**config.mk**
```make
export PLATFORM = sky130hd
export DESIGN_NAME = uart_rx_fifo
export DESIGN_NICKNAME = d
export VERILOG_FILES = /design/src/rtl/uart_rx_fifo.sv
export SDC_FILE = /design/constraint.sdc
export NUM_CORES = 1
export LEC_CHECK = 0
export ABC_AREA = 1
export CORE_MARGIN = 2
export CORE_UTILIZATION = 40
export CTS_CLUSTER_SIZE = 12
export DETAILED_ROUTE_END_ITERATION = 8
export GPL_TIMING_DRIVEN = 0
export PLACE_DENSITY = 0.68
export SLEW_MARGIN = 20
export SYNTH_ARGS = -nofsm -noshare
export SYNTH_HDL_FRONTEND = slang
export SYNTH_SLANG_ARGS = --single-unit
```
**constraint.sdc**
```tcl
create_clock -name clk -period 3.2 [get_ports clk]
set_input_delay 0.32 -clock clk [delete_from_list [all_inputs] [get_ports clk]]
set_output_delay 0.32 -clock clk [all_outputs]
set_load 0.01 [all_outputs]
```
**src/rtl/uart_rx_fifo.sv**
```systemverilog
// 8N1 UART receiver (16x oversampled) feeding a first-word-fall-through byte FIFO with sticky errors.
// Define UART_RX_PARITY_EN for 8E1 framing with a sticky parity_err output.
module uart_rx_fifo #(
    parameter int unsigned CLKS_PER_TICK = 27,
    parameter int unsigned OVERSAMPLE    = 16,
    parameter int unsigned DEPTH         = 4
) (
    input  logic                     clk,
    input  logic                     Rst,
    input  logic                     rx,
    input  logic                     rd_en,
    input  logic                     clr_err,
    output logic [7:0]               dout,
    output logic                     valid,
    output logic                     full,
    output logic [$clog2(DEPTH):0]   count,
    output logic                     frame_err,
`ifdef UART_RX_PARITY_EN
    output logic                     parity_err,
`endif
    output logic                     overrun
);

    localparam int unsigned AW    = $clog2(DEPTH);
    localparam int unsigned DIV_W = (CLKS_PER_TICK > 1) ? $clog2(CLKS_PER_TICK) : 1;
    localparam int unsigned SC_W  = $clog2(OVERSAMPLE);

    typedef enum logic [2:0] {
        IDLE,
        START,
        DATA,
`ifdef UART_RX_PARITY_EN
        PARITY,
`endif
        STOP
    } state_t;

    state_t            state_q, state_d;
    logic              rx_meta_q, rx_s_q;
    logic [DIV_W-1:0]  div_q;
    logic              tick, div_clr;
    logic [SC_W-1:0]   sc_q, sc_d;
    logic [2:0]        bit_q, bit_d;
    logic [7:0]        shift_q, shift_d;
    logic              brk_q, brk_d;
    logic              push, ferr_evt, perr_evt;
    logic              sc_half, sc_last;

    logic [7:0]        mem_q [DEPTH];
    logic [AW:0]       wptr_q, rptr_q;
    logic              pop, wr_ok, ovr_evt;
    logic              frame_err_q, overrun_q, parity_err_q;

    always_ff @(posedge clk) begin
        if (Rst) begin
            rx_meta_q <= 1'b1;
            rx_s_q    <= 1'b1;
        end else begin
            rx_meta_q <= rx;
            rx_s_q    <= rx_meta_q;
        end
    end

    assign tick = (div_q == DIV_W'(CLKS_PER_TICK - 1));

    always_ff @(posedge clk) begin
        if (Rst || div_clr || tick) div_q <= '0;
        else                        div_q <= div_q + DIV_W'(1);
    end

    assign sc_half = (sc_q == SC_W'(OVERSAMPLE / 2 - 1));
    assign sc_last = (sc_q == SC_W'(OVERSAMPLE - 1));

    always_comb begin
        state_d  = state_q;
        sc_d     = sc_q;
        bit_d    = bit_q;
        shift_d  = shift_q;
        brk_d    = brk_q;
        div_clr  = 1'b0;
        push     = 1'b0;
        ferr_evt = 1'b0;
        perr_evt = 1'b0;
        unique case (state_q)
            IDLE: begin
                if (!rx_s_q) begin
                    state_d = START;
                    sc_d    = '0;
                    div_clr = 1'b1;
                end
            end
            START: begin
                if (tick) begin
                    if (sc_half) begin
                        if (rx_s_q) begin
                            state_d = IDLE;
                        end else begin
                            state_d = DATA;
                            sc_d    = '0;
                            bit_d   = '0;
                        end
                    end else begin
                        sc_d = sc_q + SC_W'(1);
                    end
                end
            end
            DATA: begin
                if (tick) begin
                    if (sc_last) begin
                        shift_d[bit_q] = rx_s_q;
                        sc_d           = '0;
                        if (bit_q == 3'd7) begin
`ifdef UART_RX_PARITY_EN
                            state_d = PARITY;
`else
                            state_d = STOP;
`endif
                        end else begin
                            bit_d = bit_q + 3'd1;
                        end
                    end else begin
                        sc_d = sc_q + SC_W'(1);
                    end
                end
            end
`ifdef UART_RX_PARITY_EN
            PARITY: begin
                if (tick) begin
                    if (sc_last) begin
                        perr_evt = ^{shift_q, rx_s_q};
                        sc_d     = '0;
                        state_d  = STOP;
                    end else begin
                        sc_d = sc_q + SC_W'(1);
                    end
                end
            end
`endif
            STOP: begin
                // After a bad stop bit, hold here until the line returns high so a break reports once.
                if (brk_q) begin
                    if (rx_s_q) begin
                        brk_d   = 1'b0;
                        state_d = IDLE;
                    end
                end else if (tick) begin
                    if (sc_last) begin
                        if (rx_s_q) begin
                            push    = 1'b1;
                            state_d = IDLE;
                        end else begin
                            ferr_evt = 1'b1;
                            brk_d    = 1'b1;
                        end
                    end else begin
                        sc_d = sc_q + SC_W'(1);
                    end
                end
            end
            default: state_d = IDLE;
        endcase
    end

    always_ff @(posedge clk) begin
        if (Rst) begin
            state_q <= IDLE;
            sc_q    <= '0;
            bit_q   <= '0;
            shift_q <= '0;
            brk_q   <= 1'b0;
        end else begin
            state_q <= state_d;
            sc_q    <= sc_d;
            bit_q   <= bit_d;
            shift_q <= shift_d;
            brk_q   <= brk_d;
        end
    end

    assign count   = wptr_q - rptr_q;
    assign full    = (count == (AW + 1)'(DEPTH));
    assign valid   = (count != '0);
    assign dout    = mem_q[rptr_q[AW-1:0]];
    assign pop     = rd_en && valid;
    assign wr_ok   = push && (!full || pop);
    assign ovr_evt = push && full && !pop;

    always_ff @(posedge clk) begin
        if (Rst) begin
            wptr_q <= '0;
            rptr_q <= '0;
            mem_q  <= '{default: '0};
        end else begin
            if (wr_ok) begin
                mem_q[wptr_q[AW-1:0]] <= shift_q;
                wptr_q                <= wptr_q + (AW + 1)'(1);
            end
            if (pop) rptr_q <= rptr_q + (AW + 1)'(1);
        end
    end

    always_ff @(posedge clk) begin
        if (Rst) begin
            frame_err_q  <= 1'b0;
            overrun_q    <= 1'b0;
            parity_err_q <= 1'b0;
        end else begin
            frame_err_q  <= ferr_evt || (frame_err_q && !clr_err);
            overrun_q    <= ovr_evt || (overrun_q && !clr_err);
            parity_err_q <= perr_evt || (parity_err_q && !clr_err);
        end
    end

    assign frame_err = frame_err_q;
    assign overrun   = overrun_q;
`ifdef UART_RX_PARITY_EN
    assign parity_err = parity_err_q;
`else
    logic unused_parity;
    assign unused_parity = parity_err_q;
`endif

endmodule
```
* Word-level counts from Yosys, hierarchy flattened
Cells that the tools add are included.
** Word-level totals
- Register bits after elaboration :: 66
- Bits in latches :: 0
- Memory bits (writable) :: 0
- ROM bits :: 0
- Bits of input ports :: 5
- Output and inout bits :: 15
- Logic and storage cells :: 123
- Memories :: 0
** Cells by class
- Add/subtract/negate cells :: 6
- Multiply operators :: 0
- Div/mod/pow operators :: 0
- $lt $le $gt $ge :: 5
- Equal/unequal tests :: 21
- Shift-type cells :: 0
- Muxes and demuxes :: 49
- Bitwise operators :: 2
- Reduce and logical (&&, ||, !) cells :: 24
** Operator list (number)
- $mux 3 :: 16
- $bwmux 32 :: 1
- $mux 4 :: 8
- $mux 8 :: 3
- $ne 2x2->1 const B :: 11
- $bmux 8 s2 :: 1
- $demux 8 s2 :: 1
- $pmux 4 s4 :: 1
- $mux 1 :: 13
- $pmux 3 s4 :: 1
- $add 3x1->3 const B :: 3
- $bwmux 8 :: 1
- $logic_and 1x1->1 :: 8
- $reduce_and 8->1 :: 1
- $reduce_and 7->1 :: 1
- $eq 3x2->1 const B :: 2
- $eq 3x3->1 const B :: 2
- $ge 3x3->1 const B :: 2
- $ne 3x3->1 const B :: 2
- $not 2->3 :: 2
- $pmux 3 s2 :: 1
- $reduce_and 6->1 :: 1
- $add 5x1->5 const B :: 1
- $eq 5x5->1 const B :: 1
- 17 further kinds :: 23

* Depth between registers and ports, before layout
- Depth in word-level cells :: 8
- Mapped depth :: 12
- Gate-level depth less buffers :: 11

* Worst setup path before layout
OpenSTA, ideal clock, no wires.
- Path kind :: register to register
- From :: register wptr_q[0]
- To :: register wptr_q[0]
- Setup time :: 0.134 ns
- Arrival :: 1.865 ns
- Required time :: 3.066 ns
- Setup slack :: 1.202 ns
- Cell stages (with the launch flop) :: 11
- Path buffers :: 2
- Path through :: dfxtp_1 -> inv_1 -> ha_1 -> fa_1 -> nand2_1 -> inv_1 -> nand3_4 -> buf_4 -> buf_6 -> nand3_1 -> a21oi_1
** Between the ends
- Longest elaborated chain between the ends :: 5
** RTL lines
- start, declared :: RTL line 50 : logic [AW:0] wptr_q, rptr_q;
- start signal, assigned :: RTL line 196 : wptr_q <= wptr_q + (AW + 1)'(1);
- $sub 3x3->3 :: RTL line 180 : assign count = wptr_q - rptr_q;
- $eq 3x3->1 or $reduce_bool 3->1 (tied branches) :: RTL line 181, 182
- $logic_not 1->1 or $logic_and 1x1->1 (tied branches) :: RTL line 185, 184
- $logic_or 1x1->1 :: RTL line 185 : assign wr_ok = push && (!full || pop);
- $logic_and 1x1->1 :: RTL line 185
Several ways; a longest one is shown, not always the timed one.
A chain may end at the register's enable or synchronous reset.

* Worst setup path in the final report
- From :: register rptr_q[0]
- To :: output port dout[6]
** Between the ends
- Longest elaborated chain between the ends :: 4
** RTL lines
- start, declared :: RTL line 50
- start signal, assigned :: RTL line 198 : if (pop) rptr_q <= rptr_q + (AW + 1)'(1);
- $not 2->3 (implied by the code) :: RTL line 183 : assign dout = mem_q[rptr_q[AW-1:0]];
- $bmux 8 s2 :: RTL line 183
- $mux 8 (implied by the code) (2 in series) :: RTL line 183
- end, declared :: RTL line 13 : output logic [7:0] dout,
No other way between the ends. The select of a mux whose other input is x is not followed.

==> run_results.csv <==
group,metric,value,unit
worst_setup_path,crit_chain,"clkbuf_1 > inv_1 > clkbuf_1 > o21ai_0 > a21oi_1 > a21oi_1 > clkdlybuf4s50_1",
worst_hold_path,whs_path_depth,1,
grt,overflow,0,
synth,synth-xor-area-share,0.00956,
floorplanning,core.rowCount,34,
worst_setup_path,cp_num_buf_inv,4,
worst_setup_path,cp_slowest_cell,"clkdlybuf4s50_1",
finish,nets,599,
sta,hold_viol_final,0,
worst_setup_path,end_kind,"output pin",
sta,slew-limit-headroom,0.625,
worst_setup_path,startpoint_type,"flop",
power,combPwrFrac,0.299,
detailed_routing,drt_iter0_drc,139,
worst_hold_path,min_path_type,"flop to flop",
clock_network,clk_pin_slew_worst_paths,70,ps
finish,antenna_cells,0,
synth,synth_cells,552,
clock_network,cts_tree,"built",
detailed_routing,via_count,3334,
placed_design,place_congestion,0.849,
power,seqPwrFrac,0.370,
clock_network,cts_buffer_depth,2,
floorplanning,initial_core_util,0.416,
placed_design,hpwlAfterDp,6280,microns
synth,synth_compound_area_frac,0.102,
power,ir_drop,212,uV
clock_network,cts_root_buf,"clkbuf_8",
synth,ys_top_cells_by_area,"dfxtp_1 (35%), nand2_1 (14%), inv_1 (11%)",
status,status,"completed",
sta,hold_ws,413,ps
run,max_cap_viol_count,0,
floorplanning,dieHeight,99.7,microns
synth,synth_top_family_by_area,"simple AND/OR/NAND/NOR gates",
sta,worst_slack,242,ps
worst_setup_path,r2r_cells,11,
clock_network,numClockSinks,65,
grt,grt_max_degree,12,
finish,areaGrowthSynthToFinish,14.6,%
detailed_routing,antenna_left,0,
worst_setup_path,criticalPathCategory,"flop to output pin",
sta,fin_skew,12.7,ps
placed_design,port_buffers,19,
floorplanning,fp.dieW,99.7,microns
sta,finalCritPeriodShare,0.924,
synth,yosys_warnings,0,
detailed_routing,wl,8340,microns
synth,syn-cell-area,0.00367,sq mm
worst_setup_path,worstPathArrival,2640,ps
placed_design,place_ws,584,ps
floorplanning,core,0.00881,sq mm
power,power.switching,755,uW
grt,antenna_found_initial,0,
worst_setup_path,path_delay_family,"buffers and inverters",
clock_network,ctsHoldBuffers,0,
synth,yosys.area_share.adder,0.0430,
finish,drive_above_1_share,0.0664,
synth,synth_nets,569,
floorplanning,die_area,0.00995,sq mm
sta,tightest_slew,563,ps
synth,ys_ff_latch,65,
synth,ys_types,28,
grt,grt_usage,0.186,
clock_network,cts_buffers,9,
detailed_routing,drc,0,
power,intPower,1560,uW
clock_network,cts_resized,0,
sta,tns,0,ps
synth,synth.area.mux_share,0,
detailed_routing,dr.pass1.iters,5,
worst_setup_path,required,2880,ps
clock_network,worstSkewPairLatency,350,ps
sta,layout_min_cycle_time,2960,ps
synth,syn_avg_cell_area,6.64,sq um
power,power_density,551,mW/mm^2
worst_setup_path,path_depth,7,
synth,yosysTopAreaCell,"dfxtp_1",
detailed_routing,drt-vias-per-instance,4.80,
sta,fmax,338,MHz
clock_network,htreeDepth,3,
sta,finalSetupViolCount,0,
power,clkPwrFrac,0.331,
sta,report.final.slew_viol_count,0,
power,p_sw_frac,0.326,
synth,yosys.area_share.simple,0.345,
clock_network,post-cts-setup-buffers,0,
synth,synth_top_area_frac,0.355,
grt,grt_pass1_vias,3235,
floorplanning,io_pins,20,
sta,rsz0062_at_grt,"false",
power,p_leak,0.00183,uW
worst_setup_path,cp_max_fo,10,
grt,grt_pass1_wl,14800,microns
synth,seq_area_frac_synth,0.355,
worst_setup_path,max_stage_delay,550,ps
detailed_routing,route.detailed.wl_per_inst,12.0,microns
worst reg2reg max path, delay by kind of cell (launching register included):
kind / cells / cell delay [ps]
simple gates: 5 / 450
buf+inv: 4 / 610
flops: 1 / 380
fa+ha+maj: 2 / 740
layout by cell type (no fill, tap or decap), types with 2 or more instances in the layout:
cell type        count
dfxtp_1             65
inv_1              104
xor2_1               4
clkbuf_8             9
nand2_2              4
nand2_1            136
a21oi_1             47
bufinv_16            2
buf_1                7
ha_1                11
clkinvlp_4           2
nand4_1             35
or2_2                3
nand3_1             30
buf_6                6
o21ai_0             17
nor2_1              55
o21a_1               4
clkdlybuf4s50_1     19
clkbuf_1            10
nand3_4              5
synth_stat cells:
| library cell | n |
|---|---|
| a21oi_1 | 47 |
| nor2_8 | 1 |
| buf_1 | 7 |
| nand3_4 | 5 |
| o21bai_1 | 1 |
| fa_1 | 1 |
| or2_2 | 3 |
| dfxtp_1 | 65 |
| nand3b_1 | 1 |
| buf_2 | 1 |
| nand3_2 | 1 |
| o21a_1 | 4 |
| nand2_2 | 4 |
| nor2_4 | 1 |
| xor2_1 | 4 |
| buf_4 | 1 |
| a221oi_1 | 1 |
| clkbuf_1 | 8 |
| nand3_1 | 30 |
| buf_6 | 6 |
| nor2_1 | 55 |
| inv_2 | 1 |
| ha_1 | 11 |
| inv_1 | 104 |
| o21ai_0 | 17 |
| nand2_1 | 136 |
| nand4_1 | 35 |
| a21oi_2 | 1 |
stage by stage:
step / utilization / cells / total power [uW] / instance area, sq um
2_1_floorplan: - / 552 / 1300 / 3670
3_3_place_gp: 0.453 / 679 / 1570 / 3990
3_5_place_dp: 0.453 / 679 / 1570 / 3990
4_1_cts: 0.477 / 695 / 2340 / 4200
5_1_grt: 0.477 / 695 / 2470 / 4200
6_report: 0.477 / 695 / 2310 / 4200
layer usage:
layer  global-route usage  up-vias  routed length (microns)
met5                    0        -                        0
met4               0.0822        0                      177
met3               0.0422       16                      328
met1                0.226     1469                     3840
li1                     -     1796                        -
met2                0.315       53                     3990
state kept, by name, summed over array words and instances (netlist names):
register / flops
shift_q: 8
state_q: 2
overrun: 1
rx_s_q: 1
bit_q: 3
rx_meta_q: 1
div_q: 5
brk_q: 1
rptr_q: 3
wptr_q: 3
sc_q: 4
mem_q: 32
frame_err: 1
cell families (layout without fill, tap and decap cells):
family	Yosys count	after routing
AND/OR/NAND/NOR	272	272
buffers and inverters	128	163
AO/OA/AOI/OAI	71	71
flip-flops	65	65
adder cells (fa/ha/maj)	12	12
XOR/XNOR	4	4
final cells by class:
| class | count | area, sq um |
|---|---|---|
| buffer | 23 | 136 |
| clock buffer | 11 | 131 |
| clock inverter | 5 | 80.1 |
| fill | 901 | 4600 |
| inverter | 105 | 394 |
| multi-input combinational | 359 | 1830 |
| sequential | 65 | 1300 |
| tap | 108 | 135 |
| timing repair buffer | 19 | 190 |
final timing paths:
kind                               start                    end  slack [ps]
hold reg to reg     rx_meta_q$_SDFF_PP1_      rx_s_q$_SDFF_PP1_         410
setup reg to reg  wptr_q[0]$_SDFFE_PP0P_  mem_q[2]$_SDFFE_PP0P_         960
setup / recovery  rptr_q[0]$_SDFFE_PP0P_                dout[6]         240
hold / removal      rx_meta_q$_SDFF_PP1_      rx_s_q$_SDFF_PP1_         410
power by group through the flow:
stage	clock network [uW]	registers (uW)	logic (uW)
6_report	766	857	692
5_1_grt	823	861	784
4_1_cts	782	857	701
3_5_place_dp	0	876	698
3_3_place_gp	0	875	692
2_1_floorplan	0	870	433
(Power assumes the default switching activity.)
